--- src/rtl/spu_sm_ctrl_v2.sv ---
// spu_sm_ctrl_v2: softmax row sequencer (max, exp-sum, reciprocal, normalise) driving gbuf and a lane block
module spu_sm_ctrl_v2 #(
  parameter int ADDR_WIDTH   = 12,
  parameter int LANES        = 4,
  parameter int LANE_WIDTH   = 8,
  parameter int RLATENCY     = 1,
  parameter int PROC_LATENCY = 0
) (
  input  logic                        core_clk,
  input  logic                        rst_n,
  input  logic                        sm_start,
  output logic                        sm_busy,
  output logic                        sm_end,
  input  logic                        sm_skip_max,
  input  logic [ADDR_WIDTH-1:0]       spu_matrix_y,
  input  logic [ADDR_WIDTH-1:0]       spu_matrix_x,
  input  logic [ADDR_WIDTH-1:0]       im_base_addr,
  input  logic [ADDR_WIDTH-1:0]       om_base_addr,
  input  logic [ADDR_WIDTH-1:0]       ifm_addr_align,
  input  logic [ADDR_WIDTH-1:0]       ofm_addr_align,
  output logic                        sm_gbuf_ren,
  output logic [ADDR_WIDTH-1:0]       sm_gbuf_raddr,
  input  logic [LANES*LANE_WIDTH-1:0] sm_gbuf_rdata,
  output logic                        sm_gbuf_wen,
  output logic [ADDR_WIDTH-1:0]       sm_gbuf_waddr,
  output logic [LANES*LANE_WIDTH-1:0] sm_gbuf_wdata,
  output logic [LANES-1:0]            sm_gbuf_wmask,
  output logic [2:0]                  blk_phase,
  output logic                        blk_valid_in,
  output logic                        blk_row_first,
  output logic [LANES-1:0]            blk_lane_mask,
  output logic [LANES*LANE_WIDTH-1:0] blk_data_in,
  output logic                        blk_reci_start,
  input  logic                        blk_reci_done,
  input  logic [LANES*LANE_WIDTH-1:0] blk_data_out
);
  localparam int LB = $clog2(LANES);
  localparam int D  = RLATENCY + PROC_LATENCY;
  localparam int CW = ADDR_WIDTH + 5;
  typedef enum logic [2:0] {IDLE = 3'd0, MAX = 3'd1, SUM = 3'd2, RECI = 3'd3, NORM = 3'd4} state_t;
  state_t state, nxt;
  logic [ADDR_WIDTH-1:0] x, y, row_cnt, row_in_base, row_out_base, ifm_align, ofm_align, wk, rem;
  logic [CW-1:0] cnt, words;
  logic [LANES-1:0] last_mask, word_mask;
  logic [LANES-1:0] m_sr [D];
  logic [D-1:0] v_sr;
  logic [RLATENCY-1:0] f_sr;
  logic skip, zero_end, pass, ren, pass_end, last_row, accept, zero_dim;
  assign rem       = x & ADDR_WIDTH'(LANES - 1);
  assign words     = CW'(x >> LB) + CW'(rem != '0);
  for (genvar i = 0; i < LANES; i++) begin : g_mask
    assign last_mask[i] = (rem == '0) || (ADDR_WIDTH'(i) < rem);
  end
  assign word_mask = (cnt == words - CW'(1)) ? last_mask : '1;
  assign pass      = state == MAX || state == SUM || state == NORM;
  assign ren       = pass && cnt < words;
  // each pass lasts long enough for the last word to clear both the read and lane-block latencies
  assign pass_end  = pass && cnt == words + CW'(D - 1);
  assign last_row  = row_cnt == y - ADDR_WIDTH'(1);
  assign zero_dim  = spu_matrix_x == '0 || spu_matrix_y == '0;
  assign accept    = state == IDLE && sm_start && !zero_end;
  always_comb begin
    nxt = state;
    case (state)
      IDLE:    nxt = (accept && !zero_dim) ? (sm_skip_max ? SUM : MAX) : IDLE;
      MAX:     nxt = pass_end ? SUM : MAX;
      SUM:     nxt = pass_end ? RECI : SUM;
      RECI:    nxt = blk_reci_done ? NORM : RECI;
      NORM:    nxt = pass_end ? (last_row ? IDLE : (skip ? SUM : MAX)) : NORM;
      default: nxt = IDLE;
    endcase
  end
  always_ff @(posedge core_clk or negedge rst_n)
    if (!rst_n) state <= IDLE;
    else state <= nxt;
  always_ff @(posedge core_clk or negedge rst_n) begin
    if (!rst_n) begin
      x <= '0;
      y <= '0;
      skip <= 1'b0;
      ifm_align <= '0;
      ofm_align <= '0;
      row_in_base <= '0;
      row_out_base <= '0;
      row_cnt <= '0;
      zero_end <= 1'b0;
      cnt <= '0;
      wk <= '0;
      v_sr <= '0;
      f_sr <= '0;
      for (int i = 0; i < D; i++) m_sr[i] <= '0;
    end else begin
      zero_end <= accept && zero_dim;
      cnt <= (state != nxt || state == IDLE) ? '0 : cnt + CW'(cnt != '1);
      wk <= (state != nxt) ? '0 : wk + ADDR_WIDTH'(sm_gbuf_wen);
      v_sr <= D'({v_sr, ren});
      f_sr <= RLATENCY'({f_sr, ren && cnt == '0});
      m_sr[0] <= ren ? word_mask : '0;
      for (int i = 1; i < D; i++) m_sr[i] <= m_sr[i-1];
      if (accept) begin
        x <= spu_matrix_x;
        y <= spu_matrix_y;
        skip <= sm_skip_max;
        ifm_align <= ifm_addr_align;
        ofm_align <= ofm_addr_align;
        row_in_base <= im_base_addr;
        row_out_base <= om_base_addr;
        row_cnt <= '0;
      end else if (state == NORM && pass_end) begin
        row_cnt <= row_cnt + ADDR_WIDTH'(1);
        row_in_base <= row_in_base + ifm_align;
        row_out_base <= row_out_base + ofm_align;
      end
    end
  end
  assign sm_busy        = state != IDLE;
  assign sm_end         = zero_end || (state == NORM && pass_end && last_row);
  assign sm_gbuf_ren    = ren;
  assign sm_gbuf_raddr  = ren ? row_in_base + cnt[ADDR_WIDTH-1:0] : '0;
  assign sm_gbuf_wen    = state == NORM && v_sr[D-1];
  assign sm_gbuf_waddr  = sm_gbuf_wen ? row_out_base + wk : '0;
  assign sm_gbuf_wmask  = sm_gbuf_wen ? m_sr[D-1] : '0;
  assign sm_gbuf_wdata  = blk_data_out;
  assign blk_phase      = state;
  assign blk_valid_in   = v_sr[RLATENCY-1];
  assign blk_row_first  = f_sr[RLATENCY-1];
  assign blk_lane_mask  = m_sr[RLATENCY-1];
  assign blk_data_in    = sm_gbuf_rdata;
  assign blk_reci_start = state == RECI && cnt == '0;
endmodule

--- config.mk ---
export PLATFORM = sky130hd
export DESIGN_NAME = spu_sm_ctrl_v2
export DESIGN_NICKNAME = d
export VERILOG_FILES = /design/src/rtl/spu_sm_ctrl_v2.sv
export SDC_FILE = /design/constraint.sdc
export NUM_CORES = 1
export LEC_CHECK = 0
export ABC_AREA = 1
export BUFFER_PORTS_ARGS = -buffer_cell sky130_fd_sc_hd__buf_2
export CELL_PAD_IN_SITES_DETAIL_PLACEMENT = 1
export CELL_PAD_IN_SITES_GLOBAL_PLACEMENT = 1
export CORE_MARGIN = 5
export CORE_UTILIZATION = 39
export DETAILED_ROUTE_END_ITERATION = 6
export GPL_TIMING_DRIVEN = 0
export MAX_ROUTING_LAYER = met4
export PLACE_DENSITY_LB_ADDON = 0.1
export SLEW_MARGIN = 20
export SYNTH_ARGS = -nofsm -noshare
export SYNTH_HDL_FRONTEND = slang
export SYNTH_SLANG_ARGS = --single-unit
--- constraint.sdc ---
create_clock -name core_clk -period 3.8 [get_ports core_clk]
set_input_delay 0.38 -clock core_clk [delete_from_list [all_inputs] [get_ports core_clk]]
set_output_delay 0.38 -clock core_clk [all_outputs]
set_load 0.05 [all_outputs]
==> results.toml, run 1 <==
[status]
outcome = "completed"

[setup_path]
slowest_delay_ps = 360
cp-end-kind = "primary output"
reg2reg_from = "x[0]"
crit_family = "simple AND/OR/NAND/NOR gates"
cp_num_cells = 17
r2r_setup_slack_ps = 200
crit_fanout = 5
setup.worst_path.end = "sm_end"
worst-path-buf-inv = 3
r2r-end = "row_out_base[5]"
reg2regPathDepth = 21
worstPathCellList = "inv_2 -> ha_4 -> inv_4 -> ha_4 -> ha_4 -> nand2_4 -> nor2_4 -> nand4_1 -> ha_1 -> nand2_2 -> nor2_2 -> and3_1 -> nand2_2 -> nor2_2 -> nand2_2 -> o31ai_4 -> buf_6"
critPathLaunch = "x[0]"
crit_arrival_ps = 3290
crit_path_start_kind = "flop"
crit_slowest_cell = "dfrtp_1"
required_ps = 3420
critPathKind = "reg -> out"

[floorplan]
start_util_pct = 39.4
num_rows = 57
die_x_um = 167
die_h_um = 167
coreArea_um2 = 24200
io_pins = 247
die_area_um2 = 27700

[power]
power_density_nw_per_um2 = 821
peakVddDrop_mv = 0.362
swShare_pct = 50.9
clkPwrFrac_pct = 17.4
seqPwrFrac_pct = 22.3
p_leak_uw = 0.00614
intPower_uw = 4880
switchingPower_uw = 5040
comb_power_share_pct = 60.3

[finish]
fill_cells = 3142
layout_commonest_cell = "nand2_1"
finalNetCount = 1755
post-route-util_pct = 49.8
syn2layout_area_growth_pct = 26.4
drive_above_1_share_pct = 26.4
fin_area_um2 = 12100
final_cell_mix = "nand2_1, buf_2, inv_1"

[synthesis]
yosys.cell_types.count = 48
synthXorXnorAreaFrac_pct = 5.24
seq_area_frac_synth_pct = 32.2
synth_top_family_by_area = "simple AND/OR/NAND/NOR gates"
synth-compound-area-share_pct = 10.6
synth.avg_cell_area_um2 = 7.23
yosys.area_share.simple_pct = 30.1
yosys-mux-area-fraction_pct = 0
syn_inst = 1321
ys_ff_latch = 123
syn_area_um2 = 9550
synthAdderAreaFrac_pct = 9.61
syn_nets = 1533
yosys_warnings = 0

[sta]
fmax_mhz = 272
rsz0062_at_grt = "true"
fin_skew_ps = 16.9
finalSetupTns_ps = 0
fin_crit_sh_pct = 96.6
whs_ps = 146
drv_slew = 0
setup_viol = 0
slew-limit-headroom_pct = 50.0
worstMarginPinSlew_ps = 750
period_needed_ps = 3670
hold_violations = 0

[routing]
remaining_drc_errors = 0
dr_total_vias = 9501
drt_wl_total_um = 31900
drtPass1Iterations = 5
wl_per_cell_um = 16.9
initialDrtViolationCount = 380
routed_via_density = 5.05
detail-route-antenna-nets = 0

[global_routing]
grt_pass1_vias = 10143
groute.usage.overall_pct = 23.5
antenna_found_initial = 3
use_met2_pct = 38.6
grt_overflow = 0
grt_first_pass_wirelength_um = 52000
grt_max_degree = 91
top_usage_layer = "met2"
grt_use_met3_pct = 4.48
use_met1_pct = 30.0

[placed_design]
post_dp_cell_area_um2 = 10900
hpwl_um = 24800
gp_congestion = 0.882
numPortBuffers = 182

[run]
drv_cap = 0

[clocking]
cts_buffer_depth = 2
insertion_delay_ps = 430
cts-root-buf = "clkbuf_16"
cts_tree = "done"
htree_levels = 4
numCtsBuffers = 17
clock_sinks = 123
path_clk_slew_ps = 70

[min_path]
min_from = "ofm_addr_align[10]"
hold_path.class = "in -> reg"
metrics by stage:
stage	setup WS, ps	cells	total power, µW
after floorplan	-143	1321	6160
after global placement	-228	1827	7510
after CTS	1.12	1872	9710
final	128	1882	9920
after detailed placement	-344	1828	7650
after global routing	-16.5	1882	10800
cells by family (layout without fill, tap and decap cells):
| family | count (synthesis) | after routing |
|---|---|---|
| AOI/OAI and AO/OA | 180 | 180 |
| xor gates and xnor gates | 54 | 54 |
| adders and majority gates | 71 | 71 |
| buffers and inverters | 240 | 474 |
| DFF | 123 | 123 |
| other | 0 | 3 |
| and+or+nand+nor | 653 | 653 |
cell type report:
cell class | instances | area, µm² | area share (%)
inverters | 150 | 568 | 4.70
well taps | 324 | 405 | 3.36
flip-flops and latches | 123 | 3080 | 25.5
clock buffers | 21 | 470 | 3.89
multi-input cells | 958 | 5610 | 46.4
diodes | 3 | 7.51 | 0.0622
plain buffers | 90 | 626 | 5.18
clock inverters | 10 | 140 | 1.16
repair buffers | 203 | 1170 | 9.73
cell usage after synthesis (all sizes together):
master	n	area share, %
nand3	80	4.4
o21a	2	0.16
inv	149	5.9
o21bai	4	0.31
nor3	31	1.7
o221a	2	0.24
a31oi	10	0.65
ha	67	8.8
xor2	35	3.2
a211oi	2	0.16
buf	74	5.7
o2111ai	2	0.18
xnor3	2	0.47
a22oi	1	0.079
nand3b	2	0.16
o31ai	2	0.16
dfrtp	123	32
fa	4	0.84
o21ai	70	3.7
a21oi	71	3.9
clkinv	1	0.039
a21o	1	0.079
clkbuf	16	0.63
nor4	10	0.81
and3	3	0.20
o211ai	10	0.79
xnor2	17	1.6
a21boi	1	0.079
nand4	23	1.5
or2	2	0.13
nor2	143	6.9
o22ai	2	0.13
nand2	359	14
per-layer routing:
layer  up-vias  share of wire (%)
met1      4534                 45
met5         -                  0
met4         0                1.9
li1       4693                  -
met2       236                 48
met3        38                5.2
registers in the layout (all words and copies together), names as in the netlist, 3 cells and up:
signal         count
blk_phase          3
y                 12
row_out_base      12
blk_lane_mask      4
wk                12
ifm_align         12
row_cnt           12
cnt               17
row_in_base       12
x                 12
ofm_align         12
power by group through the flow:
stage | Combinational, µW | Clock (µW) | Sequential [µW]
after floorplan | 3990 | 0 | 2170
after global placement | 5290 | 0 | 2220
after detailed placement | 5430 | 0 | 2220
after CTS | 5760 | 1750 | 2210
after global routing | 6670 | 1820 | 2280
final | 5980 | 1730 | 2210
how the worst min path moves through the flow:
stage / endpoint / depth (start not counted)
floorplan: blk_lane_mask[0] / 0
global placement: ofm_align[10] / 2
detailed placement: ofm_align[9] / 1
CTS: ofm_align[10] / 3
global route: ofm_align[5] / 3
finish: ofm_align[10] / 3
tightest hold or removal path, delay by kind of cell:
family	cells	cell delay (ps)
buffers and inverters	1	80
AND/OR/NAND/NOR	2	80
repair_timing:
item                       4_1_cts  5_1_grt
cloned                           1        0
pin swaps                       13       16
setup endpoints to repair       72       66
setup buffers                   11        7
resized for setup               54       46
hold buffers                     1        0
hold endpoints to repair        33        0
(Power assumes the default switching activity.)
==> run 2: changes to the inputs <==
CTS_BUF_LIST = sky130_fd_sc_hd__clkbuf_16   (was default)
==> run 2 against run 1 <==
  * Flip-flop and latch count did not move
  * Die area did not move
  * Count of clock-buffer cells in the layout fell by 4
  * Maximum frequency fell by 0.19%
  * Sequential share of layout area rose by 0.090 points
  * Cell count barely moved
  * Register-to-register slack barely moved
  * Critical path type unchanged
  * Largest power group unchanged
  * Highest routed layer unchanged
==> results.toml, run 2 (synthesized netlist as in run 1, its figures left out) <==
[status]
outcome = "completed"

[setup_path]
crit_fanout = 5
r2r_setup_slack_ps = 210
r2r-end = "row_out_base[1]"
cp-end-kind = "primary output"
crit_path_start_kind = "flop"
critPathKind = "reg -> out"
crit_arrival_ps = 3300
reg2regPathDepth = 22
reg2reg_from = "x[0]"
required_ps = 3420

[finish]
top_register = "cnt"
syn2layout_area_growth_pct = 26.0
drive_above_1_share_pct = 26.0
layout_commonest_cell = "nand2_1"
fin_area_um2 = 12000
largest_register_ffs = 17
instances_no_fill = 1883
finalNetCount = 1756
final_cell_mix = "nand2_1, buf_2, inv_1"

[sta]
drv_slew = 0
fin_crit_sh_pct = 96.8
rsz0062_at_grt = "true"
period_needed_ps = 3680
worstMarginPinSlew_ps = 740
fmax_mhz = 272
slew-limit-headroom_pct = 50.7
fin_skew_ps = 19.4
finalSetupTns_ps = 0
whs_ps = 144
setup_viol = 0
hold_violations = 0

[min_path]
holdPathStages = 3
hold_path.class = "in -> reg"
min_to = "ofm_align[7]"
min_from = "ofm_addr_align[7]"

[routing]
dr_total_vias = 9474
detail-route-antenna-nets = 0
initialDrtViolationCount = 369
drt_wl_total_um = 31800
wl_per_cell_um = 16.9
drtPass1Iterations = 5
remaining_drc_errors = 0
routed_via_density = 5.03

[clocking]
cts_buffer_depth = 2
cts_tree = "done"
cts-root-buf = "clkbuf_16"
htree_levels = 4
path_clk_slew_ps = 70
insertion_delay_ps = 430
clock_sinks = 123
numCtsBuffers = 17

[placed_design]
post_dp_cell_area_um2 = 10900
place_inst = 1828
numPortBuffers = 182
gp_congestion = 0.882
hpwl_um = 24800

[global_routing]
grt_max_degree = 91
grt_first_pass_wirelength_um = 51900
antenna_found_initial = 3
grt_overflow = 0
grt_pass1_vias = 10153
groute.usage.overall_pct = 23.5

[floorplan]
die_area_um2 = 27700
io_pins = 247
die_x_um = 167
coreArea_um2 = 24200
start_util_pct = 39.4
num_rows = 57
die_h_um = 167

[power]
power_density_nw_per_um2 = 818
comb_power_share_pct = 60.7
seqPwrFrac_pct = 22.5
peakVddDrop_mv = 0.356
intPower_uw = 4810
switchingPower_uw = 5030
clkPwrFrac_pct = 16.9
p_leak_uw = 0.00613
swShare_pct = 51.1

[run]
drv_cap = 0
## run 2: how the worst max path moves through the flow
stage | startpoint | endpoint | slack [ps] | depth (start not counted)
2_1_floorplan | x[0] | sm_gbuf_raddr[3] | -140 | 21
3_3_place_gp | x[0] | row_out_base[9] | -230 | 22
3_5_place_dp | x[0] | row_out_base[5] | -340 | 20
4_1_cts | x[1] | sm_gbuf_raddr[3] | 0.9 | 20
5_1_grt | x[0] | sm_end | -10 | 18
6_report | x[0] | sm_end | 120 | 17
## run 2: metal layers
metal / GRT usage, % / vias to the layer above / part of all wire (%)
met4: 6.79 / 0 / 1.7
li1: - / 4699 / -
met1: 30.0 / 4504 / 45
met3: 3.89 / 35 / 4.9
met2: 38.7 / 236 / 48
met5: - / - / 0
## run 2: layout make-up
class	count	area (µm²)
Inverter	150	568
Multi-Input combinational cell	958	5590
Tap cell	324	405
Sequential cell	123	3080
Buffer	90	626
Clock inverter	14	155
Fill cell	3143	12200
Clock buffer	17	425
Antenna cell	3	7.51
Timing Repair Buffer	204	1180
## run 2: power by group through the flow
stage / clock [µW] / sequential, µW / combinational [µW]
finish: 1660 / 2210 / 5970
global route: 1750 / 2280 / 6660
detailed placement: 0 / 2220 / 5430
CTS: 1680 / 2210 / 5770
floorplan: 0 / 2170 / 3990
global placement: 0 / 2220 / 5290
## run 2: worst max-delay path, stage by stage (launching register included)
cell and delay [ps]:
dfrtp_1 360, inv_2 60, ha_4 160, inv_4 70, ha_4 130, ha_4 160
nand2_4 70, nor2_4 140, nand4_1 160, ha_1 350, nand2_2 80, nor2_2 100
and3_1 180, nand2_2 70, nor2_2 130, nand2_2 120, o31ai_4 320, buf_6 210
## run 2: metrics by stage
stage          total power [µW]  setup WS [ps]  util [%]
2_1_floorplan              6160           -143         -
3_3_place_gp               7510           -228      44.9
3_5_place_dp               7650           -344      45.0
4_1_cts                    9670          0.855      48.8
5_1_grt                   10700          -9.84      49.6
6_report                   9840            121      49.6
## run 2: timing repair
| item | CTS | global route |
|---|---|---|
| endpoints found under the setup margin | 72 | 66 |
| hold buffers | 1 | 0 |
| pin swaps | 13 | 15 |
| resized for setup | 55 | 40 |
| gates cloned | 1 | 0 |
| buffers inserted | 12 | 7 |
| endpoints found under the hold margin | 33 | 0 |
